[config.mk]
export PLATFORM = sky130hd
export DESIGN_NAME = systolic_feeder
export DESIGN_NICKNAME = d
export VERILOG_FILES = /design/src/rtl/systolic_pkg.sv /design/src/rtl/feeder_edge.sv /design/src/rtl/systolic_feeder.sv
export SDC_FILE = /design/constraint.sdc
export NUM_CORES = 1
export LEC_CHECK = 0
export CORE_MARGIN = 2
export CORE_UTILIZATION = 48
export DETAILED_ROUTE_END_ITERATION = 16
export PLACE_DENSITY_LB_ADDON = 0.08
export SLEW_MARGIN = 30
export SYNTH_ARGS = -nofsm -noshare
export SYNTH_HDL_FRONTEND = slang
export SYNTH_SLANG_ARGS = --single-unit
[constraint.sdc]
create_clock -name i_clk -period 7.2 [get_ports i_clk]
set_input_delay 0.72 -clock i_clk [delete_from_list [all_inputs] [get_ports i_clk]]
set_output_delay 0.72 -clock i_clk [all_outputs]
set_load 0.02 [all_outputs]
[src/rtl/systolic_pkg.sv]
// systolic_pkg: shared state encoding and cycle-count helpers for systolic_feeder.
package systolic_pkg;

    typedef enum logic [2:0] {
        IDLE  = 3'd0,
        LOAD  = 3'd1,
        FEED  = 3'd2,
        DRAIN = 3'd3,
        DONE  = 3'd4
    } state_t;

    // Cycles needed to push a full skewed wavefront into an n-wide edge.
    function automatic int feed_cyc(input int n, input int k);
        return k + n - 1;
    endfunction

    // Cycles for the last operand to ripple through n PE hops.
    function automatic int drain_cyc(input int n, input int pe_lat);
        return (n - 1) * pe_lat + pe_lat;
    endfunction

endpackage

[src/rtl/feeder_edge.sv]
// feeder_edge: registers one skewed array edge (N lanes) from a matrix snapshot.
//   i_clk, i_rst_n : clock, async active-low reset
//   i_en           : the next cycle is a FEED cycle
//   i_step         : step index that the next cycle presents
//   i_mat          : row-major snapshot, element 0 in the MSBs
//   o_data, o_vld  : lane l at [W*l +: W], registered
// TRANSPOSE = 0 walks lane l along row l (A, west edge); TRANSPOSE = 1 walks
// lane l down column l (B, north edge). ROW_STRIDE is the snapshot row length.
module feeder_edge #(
    parameter int W          = 16,
    parameter int N          = 3,
    parameter int K          = 3,
    parameter int ROW_STRIDE = 3,
    parameter bit TRANSPOSE  = 1'b0
) (
    input  logic                    i_clk,
    input  logic                    i_rst_n,
    input  logic                    i_en,
    input  logic [$clog2(K+N)-1:0]  i_step,
    input  logic [W*N*K-1:0]        i_mat,
    output logic [W*N-1:0]          o_data,
    output logic [N-1:0]            o_vld
);

    logic [W*N-1:0] nxt_data;
    logic [N-1:0]   nxt_vld;

    always_comb begin
        nxt_data = '0;
        nxt_vld  = '0;
        for (int i = 0; i < N; i++) begin
            int s;
            int idx;
            // lane i lags lane 0 by i steps
            s   = int'(i_step) - i;
            idx = TRANSPOSE ? s * ROW_STRIDE + i : i * ROW_STRIDE + s;
            if (i_en && s >= 0 && s < K) begin
                nxt_vld[i]          = 1'b1;
                nxt_data[W*i +: W]  = W'(i_mat >> (W * (N * K - 1 - idx)));
            end
        end
    end

    always_ff @(posedge i_clk or negedge i_rst_n) begin
        if (!i_rst_n) begin
            o_data <= '0;
            o_vld  <= '0;
        end else begin
            o_data <= nxt_data;
            o_vld  <= nxt_vld;
        end
    end

endmodule

[src/rtl/systolic_feeder.sv]
// systolic_feeder: snapshots A (NxK) and B (KxN) and streams them skewed into an NxN PE array.
//   i_clk, i_rst_n     : clock, async active-low reset
//   i_start, i_acc     : start request (IDLE only); accumulate mode, latched with start
//   i_A, i_B           : row-major matrices, element [0][0] in the MSBs
//   o_a_row, o_a_vld   : west edge, lane i feeds PE row i
//   o_b_col, o_b_vld   : north edge, lane j feeds PE column j
//   o_clr              : one-cycle accumulator clear (LOAD, unless accumulating)
//   o_busy, o_done     : busy in LOAD/FEED/DRAIN; one-cycle done pulse
// Optional macro SYSTOLIC_FEEDER_DBG_EN adds o_d_state and o_d_a00 debug outputs.
module systolic_feeder
    import systolic_pkg::*;
#(
    parameter int W      = 16,
    parameter int N      = 3,
    parameter int K      = 3,
    parameter int PE_LAT = 1
) (
    input  logic               i_clk,
    input  logic               i_rst_n,
    input  logic               i_start,
    input  logic               i_acc,
    input  logic [W*N*K-1:0]   i_A,
    input  logic [W*K*N-1:0]   i_B,
    output logic [W*N-1:0]     o_a_row,
    output logic [N-1:0]       o_a_vld,
    output logic [W*N-1:0]     o_b_col,
    output logic [N-1:0]       o_b_vld,
    output logic               o_clr,
    output logic               o_busy,
    output logic               o_done
`ifdef SYSTOLIC_FEEDER_DBG_EN
    ,
    output logic [2:0]         o_d_state,
    output logic [W-1:0]       o_d_a00
`endif
);

    localparam int F  = feed_cyc(N, K);
    localparam int D  = drain_cyc(N, PE_LAT);
    localparam int TW = $clog2(K + N);
    localparam int DW = $clog2(D + 1);

    state_t             state, nxt_state;
    logic [TW-1:0]      t, nxt_t;
    logic [DW-1:0]      d, nxt_d;
    logic               acc_q;
    logic [W*N*K-1:0]   a_q, b_q;

    always_ff @(posedge i_clk or negedge i_rst_n) begin
        if (!i_rst_n) begin
            state <= IDLE;
            t     <= '0;
            d     <= '0;
            acc_q <= 1'b0;
            a_q   <= '0;
            b_q   <= '0;
        end else begin
            state <= nxt_state;
            t     <= nxt_t;
            d     <= nxt_d;
            if (state == IDLE && i_start) begin
                acc_q <= i_acc;
                a_q   <= i_A;
                b_q   <= i_B;
            end
        end
    end

    always_comb begin
        nxt_state = state;
        nxt_t     = '0;
        nxt_d     = '0;
        case (state)
            IDLE:    nxt_state = i_start ? LOAD : IDLE;
            LOAD:    nxt_state = FEED;
            FEED:    if (t == TW'(F - 1)) nxt_state = DRAIN;
                     else nxt_t = t + 1'b1;
            DRAIN:   if (d == DW'(D - 1)) nxt_state = DONE;
                     else nxt_d = d + 1'b1;
            DONE:    nxt_state = IDLE;
            default: nxt_state = IDLE;
        endcase
    end

    // Edges register the value for the coming cycle, so they look at next-state/next-step.
    feeder_edge #(.W(W), .N(N), .K(K), .ROW_STRIDE(K), .TRANSPOSE(1'b0)) u_west (
        .i_clk   (i_clk),
        .i_rst_n (i_rst_n),
        .i_en    (nxt_state == FEED),
        .i_step  (nxt_t),
        .i_mat   (a_q),
        .o_data  (o_a_row),
        .o_vld   (o_a_vld)
    );

    feeder_edge #(.W(W), .N(N), .K(K), .ROW_STRIDE(N), .TRANSPOSE(1'b1)) u_north (
        .i_clk   (i_clk),
        .i_rst_n (i_rst_n),
        .i_en    (nxt_state == FEED),
        .i_step  (nxt_t),
        .i_mat   (b_q),
        .o_data  (o_b_col),
        .o_vld   (o_b_vld)
    );

    assign o_clr  = (state == LOAD) && !acc_q;
    assign o_busy = state inside {LOAD, FEED, DRAIN};
    assign o_done = state == DONE;

`ifdef SYSTOLIC_FEEDER_DBG_EN
    assign o_d_state = state;
    assign o_d_a00   = a_q[W*N*K-1 -: W];
`endif

endmodule
# Word level (Yosys, flattened, before mapping)
# Cells that the tools add are included.
[classes]
muxes = 17
eq_ne = 7
div = 0
n_lt_le_gt_ge = 6
n_reduce_logical = 11
n_shift = 6
bitwise = 0
multipliers = 3
n_addsub = 14
[ops]
columns = ["cell", "count"]
rows = [
  ["$shr A144 B32 Y16", 6],
  ["$sub A5 B28 Y28 const A", 4],
  ["$mux W16", 6],
  ["$add A28 B2 Y28 const B", 1],
  ["$add A28 B3 Y28 const B", 1],
  ["$mul A4 B3 Y7 const B", 2],
  ["$mux W3", 4],
  ["$pmux W3 S4", 1],
  ["$eq A3 B2 Y1 const B", 3],
  ["$ge A4 B1 Y1 const B", 2],
  ["$logic_and A1 B1 Y1", 8],
  ["$lt A4 B3 Y1 const B", 2],
  ["$eq A3 B3 Y1 const B", 2],
  ["$sub A4 B5 Y6 const A", 1],
  ["$add A3 B4 Y5 const A", 1],
  ["$add A4 B4 Y5 const A", 1],
  ["$mul A3 B2 Y5 const B", 1],
  ["$sub A4 B3 Y5 const A", 1],
  ["$mux W1", 4],
  ["$mux W2", 2],
  ["$sub A3 B1 Y4 const B", 1],
  ["$sub A3 B2 Y4 const B", 1],
  ["$add A3 B1 Y3 const B", 1],
  ["$eq A3 B1 Y1 const B", 1],
  ["other kinds (7)", 7],
]
[totals]
ramBits = 0
latch_bits = 0
n_memories = 0
inputBits = 292
elab_cells = 73
rom_bits = 0
out_inout_bits = 105
regBits = 396

# Depth between registers and ports, before layout
[logic_depth]
word_depth = 9
ltp_mapped = 27
mapped_depth_nobuf = 21

# Hierarchy
# From an unflattened synthesis, not the netlist that was laid out.
[unflattened]
hier_cells = 1583
area_unflattened_um2 = 21466.8
[by_module_without_submodules]
columns = ["mod", "cells_each", "area_each_um2", "n_inst"]
rows = [
  ["systolic_feeder", 650, 11160.7, 1],
  ["feeder_edge (u_north)", 543, 5940.7, 1],
  ["feeder_edge (u_west)", 390, 4365.4, 1],
]

# Least setup slack after synthesis
# OpenSTA, ideal clock, no wires.
[synth_timing]
path_kind = "flip-flop to flip-flop"
from = "register state[2]"
to = "register u_north.o_data[21]"
arrival_ns = 5.450
slack_ns = 1.684
path_stages_with_launch = 26
required_ns = 7.134
period_less_slack_ns = 5.516
path_buffers = 8
path_cell_list = "dfrtp_1 > buf_2 > or3b_4 > nor2_4 > buf_6 > buf_6 > buf_6 > buf_4 > ha_1 > inv_1 > clkbuf_1 > buf_1 > ha_1 > inv_1 > ha_1 > fa_1 > ha_1 > xor2_1 > nand4_1 > ha_1 > nor2_1 > nand3_1 > nor4b_1 > and3_1 > clkbuf_1 > and2_1"
[synth_via]
elab_chain_cells = 8
[synth_lines]
columns = ["element", "line", "source"]
rows = [
  ["from (decl)", "systolic_feeder.sv:43", "state_t state, nxt_state;"],
  ["from (signal assigned)", "systolic_feeder.sv:58", "state <= nxt_state;"],
  ["$eq A3 B2 Y1 (*)", "systolic_feeder.sv:73", "case (state)"],
  ["$mux W3 (*)", "systolic_feeder.sv:73", ""],
  ["via nxt_t[0]", "systolic_feeder.sv:44", "logic [TW-1:0] t, nxt_t;"],
  ["$sub A3 B1 Y4 (*)", "feeder_edge.sv:35", "s = int'(i_step) - i;"],
  ["$mul A4 B3 Y7", "--", ""],
  ["$add A28 B2 Y28", "--", ""],
  ["$sub A5 B28 Y28", "feeder_edge.sv:39", "nxt_data[W*i +: W] = W'(i_mat >> (W * (N * K - 1 - idx)));"],
  ["$shr A144 B32 Y16", "feeder_edge.sv:39", ""],
  ["$mux W16 (*)", "feeder_edge.sv:37", "if (i_en && s >= 0 && s < K) begin"],
  ["via u_north.nxt_data[21]", "feeder_edge.sv:25", "logic [W*N-1:0] nxt_data;"],
  ["to (signal assigned)", "feeder_edge.sv:49", "o_data <= nxt_data;"],
  ["to (decl)", "feeder_edge.sv:21", "output logic [W*N-1:0] o_data,"],
]
# The timed path passes the listed nets; every way through them passes the cells marked *.
# A chain may end at the register's enable or synchronous reset.

# Final worst setup path
[layout_timing]
from = "register t[0]"
to = "register u_west.o_data[18]"
[layout_via]
elab_chain_cells = 8
[layout_lines]
columns = ["element", "line", "source"]
rows = [
  ["from (decl)", "systolic_feeder.sv:44", ""],
  ["from (signal assigned)", "systolic_feeder.sv:59", "t <= nxt_t;"],
  ["$add A3 B1 Y3 or $eq A3 B3 Y1 (tied branches)", "systolic_feeder.sv:77, systolic_feeder.sv:76", ""],
  ["$mux W3", "systolic_feeder.sv:76", "FEED: if (t == TW'(F - 1)) nxt_state = DRAIN;"],
  ["$mux W3", "systolic_feeder.sv:73", ""],
  ["$sub A3 B1 Y4", "feeder_edge.sv:35", ""],
  ["$add A3 B4 Y5 or $ge A4 B1 Y1 (tied branches)", "feeder_edge.sv:36, feeder_edge.sv:37", ""],
  ["$sub A5 B28 Y28 or $logic_and A1 B1 Y1 (tied branches)", "feeder_edge.sv:39, feeder_edge.sv:37", ""],
  ["$shr A144 B32 Y16 or $logic_and A1 B1 Y1 (tied branches)", "feeder_edge.sv:39, feeder_edge.sv:37", ""],
  ["$mux W16 (*)", "feeder_edge.sv:37", ""],
  ["via u_west.nxt_data[18]", "feeder_edge.sv:25", ""],
  ["to (signal assigned)", "feeder_edge.sv:49", ""],
  ["to (decl)", "feeder_edge.sv:21", ""],
]
# Marked as above.

==> flow_summary_export.csv <==
group,metric,value,unit
placement,dpl-instance-area,25380,um^2
drt,vias,14740,
cells_and_area,utilization,62.50,%
setup_path,crit_path_cell_trace,"inv_1 -> ha_1 -> nand4bb_4 -> buf_4 -> ha_1 -> xnor2_2 -> buf_4 -> ha_1 -> nand2b_1 -> xnor2_1 -> o21ai_0 -> ha_1 -> nor4b_1 -> nand4_1 -> a221oi_1",
die,core_area,43080,um^2
cells_and_area,area_delta_synth_final,28.53,%
logic_synthesis,yosysWarnings,0,
die,start_util,48.63,%
placement,dp_hpwl,45700,um
logic_synthesis,yosys.area.top_type_share,47.30,%
run_status,status,"complete, no violations",
timing,whs,77.24,ps
logic_synthesis,synth_most_common_cell,"dfrtp_1",
placement,io_buffer_count,396,
global_route,grt_pass1_wl,92450,um
clock_tree,cts.sinks,396,
setup_path,required,7620,ps
setup_path,cp_common_cell,"ha_1",
cells_and_area,nets,2259,
setup_path,r2r-start,"t[0]",
timing,setup_viol,0,
timing,tns,0,ps
logic_synthesis,synth.avg_cell_area,13.33,um^2
global_route,overflow,0,
placement,globalplace.congestion,0.8648,
drt,drt-total-wl,62520,um
drt,drc,0,
drt,vias_per_cell,5.765,
clock_tree,cts_htree_levels,2,
timing,fin_crit,5788,ps
logic_synthesis,synth_nets,1907,
clock_tree,cts_max_path_buffers,3,
logic_synthesis,ys_seq_area_share,47.30,%
global_route,grt_util_all_layers,27.71,%
logic_synthesis,syn_area,20950,um^2
clock_tree,hold_buffers,0,
logic_synthesis,synth_top_area_cell,"dfrtp_1",
timing,rsz0062_at_grt,"false",
setup_path,worst-setup-path-type,"reg -> reg",
die,die_y,212.9,um
logic_synthesis,synth_area_leaders,"dfrtp_1, mux2_2, mux2i_1",
setup_path,r2r_setup_slack,1410,ps
setup_path,worst_setup_path_start_kind,"flop",
job,drv_cap,0,
setup_path,crit_arrival,6210,ps
logic_synthesis,synthArstFlopShare,100.0,%
setup_path,max_stage_delay,790,ps
timing,fmax,172.8,MHz
logic_synthesis,synth_edf_count,0,
clock_tree,cts_tree,"yes",
drt,routedWlPerCell,24.46,um
logic_synthesis,synthDistinctLibCells,62,
clock_tree,cts_resized,0,
die,ioPinCount,397,
setup_path,end_kind,"flop",
clock_tree,root_buffer,"clkbuf_16",
cells_and_area,fill_cells,3417,
die,die_area,45330,um^2
clock_tree,clock_latency,580,ps
timing,finalHoldViolations,0,
die,rows,76,
setup_path,crit_fanout,29,
setup_path,r2r_cells,15,
clock_tree,post_cts.repair.setup_buffers,0,
cells_and_area,drive_above_1_share,27.43,%
global_route,grt_pass1_vias,14930,
timing,final.period_utilization,80.39,%
drt,drtIter0Drc,1218,
clock_tree,numCtsBuffers,45,
hold_path,hp-class,"in -> async",
setup_path,crit_start,"t[0]",
die,die_w,212.9,um
logic_synthesis,synth_common_cells,"dfrtp_1, mux2_2, mux2i_1, mux4_2, clkbuf_1",
global_route,grt_max_degree,165,
timing,slew_headroom,32.63,%
clock_tree,cts.clk_slew.worst_paths,50,ps
drt,firstDrtPassIters,5,
timing,maxSlewViolCount,0,
logic_synthesis,synthFlopType,"dfrtp_1",
setup_path,r2r_end,"u_west.o_data[18]",
cells_and_area,fin_area,26920,um^2
logic_synthesis,synthCells,1572,
setup_path,crit_slowest_cell,"nand4_1",
drt,ant_nets,0,
timing,worst_slew_pin_slew,1005,ps
timing,fin_skew,25.61,ps
global_route,grt_antenna_before_repair,15,
cells_and_area,regArea,9910,um^2
logic_synthesis,ys_ff_latch,396,
cells_and_area,multi_input_comb_area,10470,um^2
routing by layer:
metal	track usage, %	wire (um)
met5	0	25
met4	9.260	1576
met3	5.898	4422
met2	38.81	26970
met1	42.55	29530
logic make-up (layout without fill, tap and decap cells):
logic type                 Yosys count  count (layout)  synth area share, %
and+or+nand+nor                    209             209                5.417
buffers and inverters              136             522                3.004
adders and majority gates           43              43                2.676
DFF                                396             396                47.30
xor gates and xnor gates            19              19               0.9019
AOI/OAI and AO/OA                  180             180                5.847
other                                0              13                    0
muxes                              589             589                34.85
registers in the layout, indices dropped and copies added (netlist names), 2 cells and up:
name	cells
d	2
b_q	144
u_west.o_data	48
state	3
a_q	144
t	3
u_west.o_vld	3
u_north.o_data	48
layout make-up:
type | instances | share of cell area [%]
clock inverter | 14 | 0.4833
tap | 585 | 2.719
timing repair buffer | 422 | 15.75
multi-input combinational | 1040 | 38.87
clock buffer | 67 | 4.972
antenna | 13 | 0.1208
sequential | 396 | 36.80
inverter | 19 | 0.2742
per-stage QoR:
| step | std cells | setup slack [ps] |
|---|---|---|
| after global placement | 2459 | 1816 |
| after floorplan | 1572 | 1684 |
| after detailed placement | 2460 | 1516 |
| after CTS | 2541 | 1469 |
| after global routing | 2555 | 1028 |
| final | 2556 | 1412 |
critical path: cells and delay by family (launching register included):
kind,cells,cell delay [ps]
adders and majority gates,4,1580
and+or+nand+nor,4,1210
xor gates and xnor gates,2,840
buffers and inverters,3,820
AOI/OAI and AO/OA,2,770
DFF,1,400
worst max path at each step:
stage,to,slack [ps]
finish,u_west.o_data[18],1410
global route,u_west.o_data[18],1030
CTS,u_west.o_data[31],1470
detailed placement,u_west.o_data[31],1520
global placement,u_west.o_data[31],1820
floorplan,u_north.o_data[21],1680
placed cells by master, fill, tap and decap left out, types with 6 or more instances in the layout:
master	n
and3_1	6
mux2_2	323
nor3_1	20
xnor2_1	7
o21ai_1	11
o21ai_0	42
a221oi_2	11
clkinv_2	9
nand4_1	22
a211oi_1	16
mux4_2	80
and2_1	34
dfrtp_1	396
diode_2	13
buf_4	18
clkbuf_8	13
ha_1	39
clkdlybuf4s50_1	395
a22oi_1	16
clkbuf_1	9
o22ai_1	16
a21oi_1	39
nand2_1	53
xor2_1	6
nor2_1	29
a221oi_1	6
inv_1	14
nand3_1	14
mux2i_1	186
clkbuf_16	45
Power is left out: the tool's default activity adds up to more than one toggle a clock period on the data nets, which glitch-free logic cannot reach.
==> RTL edit, RTL diff (same flow settings) <==
`N` is set to 3 in 2 places; all go to 2.
--- a/src/rtl/feeder_edge.sv
+++ b/src/rtl/feeder_edge.sv
@@ -10,3 +10,3 @@
     parameter int W          = 16,
-    parameter int N          = 3,
+    parameter int N          = 2,
     parameter int K          = 3,
--- a/src/rtl/systolic_feeder.sv
+++ b/src/rtl/systolic_feeder.sv
@@ -13,3 +13,3 @@
     parameter int W      = 16,
-    parameter int N      = 3,
+    parameter int N      = 2,
     parameter int K      = 3,
Interface: changed (6 resized); port bits go from 397 to 267. No check against the original RTL was run, so the function may have changed too.
==> RTL edit against the unedited design <==
Clock skew grew 0.00064 ns. Utilization grew 1.8 points. Sequential cell count shrank 129. Area after synthesis shrank 42%. Setup slack gained 0.67 ns. Final area shrank 40%. Maximum frequency grew 13%. Sequential share of layout area grew 4.8 points. Critical path depth is the same. Global-route usage shrank 4.8 points. Wire length shrank 51%. Critical path type unchanged. Critical endpoint is now u_west.o_data[17]$_DFF_PN0_. Highest routed layer unchanged.
==> RTL edit: results (changes against the unedited design) <==
metric	value	unit	change
count of distinct cell types in the synthesized netlist	45		was 62
mux cell area share after synthesis	0.223		was 0.349
met1 track utilization from global routing	0.341		was 0.426
placement-stage cell area	15000	µm²	was 25400 µm²
family with the most delay on the worst path	simple AND/OR/NAND/NOR gates		was adder cells
share of cells above drive strength 1	0.225		was 0.274
via count of the first global-routing pass	8865		was 14900
share of the yosys chip area belonging to registers	0.551		was 0.473
Worst EP arrival	5.56	ns	was 6.21 ns
Synthesized Nets	1229		was 1907
delay contributed by the slowest stage of the critical path	0.69	ns	was 0.79 ns
clock latency on the worst-skew pair	0.56	ns	was 0.58 ns
number of buffers inserted during clock tree synthesis	29		was 45
Met2 Routed Length	13600	µm	was 27000 µm
result of the run	finished clean		unchanged
met3 WL	1870	µm	was 4420 µm
total global-route track usage	0.229		was 0.277
I/O Buffers	266		was 396
gr busiest metal	met2		was met1
Layout fillers	1983		was 3417
largest net degree at the start of global routing	174		was 165
total iterations of the first detailed-routing run	4		was 5
met2 demand-to-capacity share in global routing	0.355		was 0.388
worst hold slack	0.187	ns	was 0.0772 ns
Worst Path Max Fanout	68		was 29
average vias per placed instance	5.35		was 5.77
synthesized-area fraction occupied by xor and xnor cells	0.000723		was 0.00902
initial antenna violation count	1		was 15
## RTL edit: area by class of cell
cell class | instances | area (µm²) | area share
Clock inverter | 12 | 194 | 0.0121
Clock buffer | 42 | 815 | 0.0507
Multi-Input combinational cell | 668 | 5110 | 0.318
Timing Repair Buffer | 279 | 2810 | 0.175
Inverter | 8 | 30.0 | 0.00187
Sequential cell | 267 | 6680 | 0.416
Tap cell | 330 | 413 | 0.0257
## RTL edit: how the worst min path moves through the flow
stage              startpoint             endpoint
2_1_floorplan  d[0]$_DFF_PN0_       d[0]$_DFF_PN0_
3_3_place_gp   d[0]$_DFF_PN0_       d[0]$_DFF_PN0_
3_5_place_dp   d[0]$_DFF_PN0_       d[0]$_DFF_PN0_
4_1_cts               i_rst_n  a_q[84]$_DFFE_PN0P_
5_1_grt               i_rst_n  a_q[92]$_DFFE_PN0P_
6_report              i_rst_n  a_q[74]$_DFFE_PN0P_
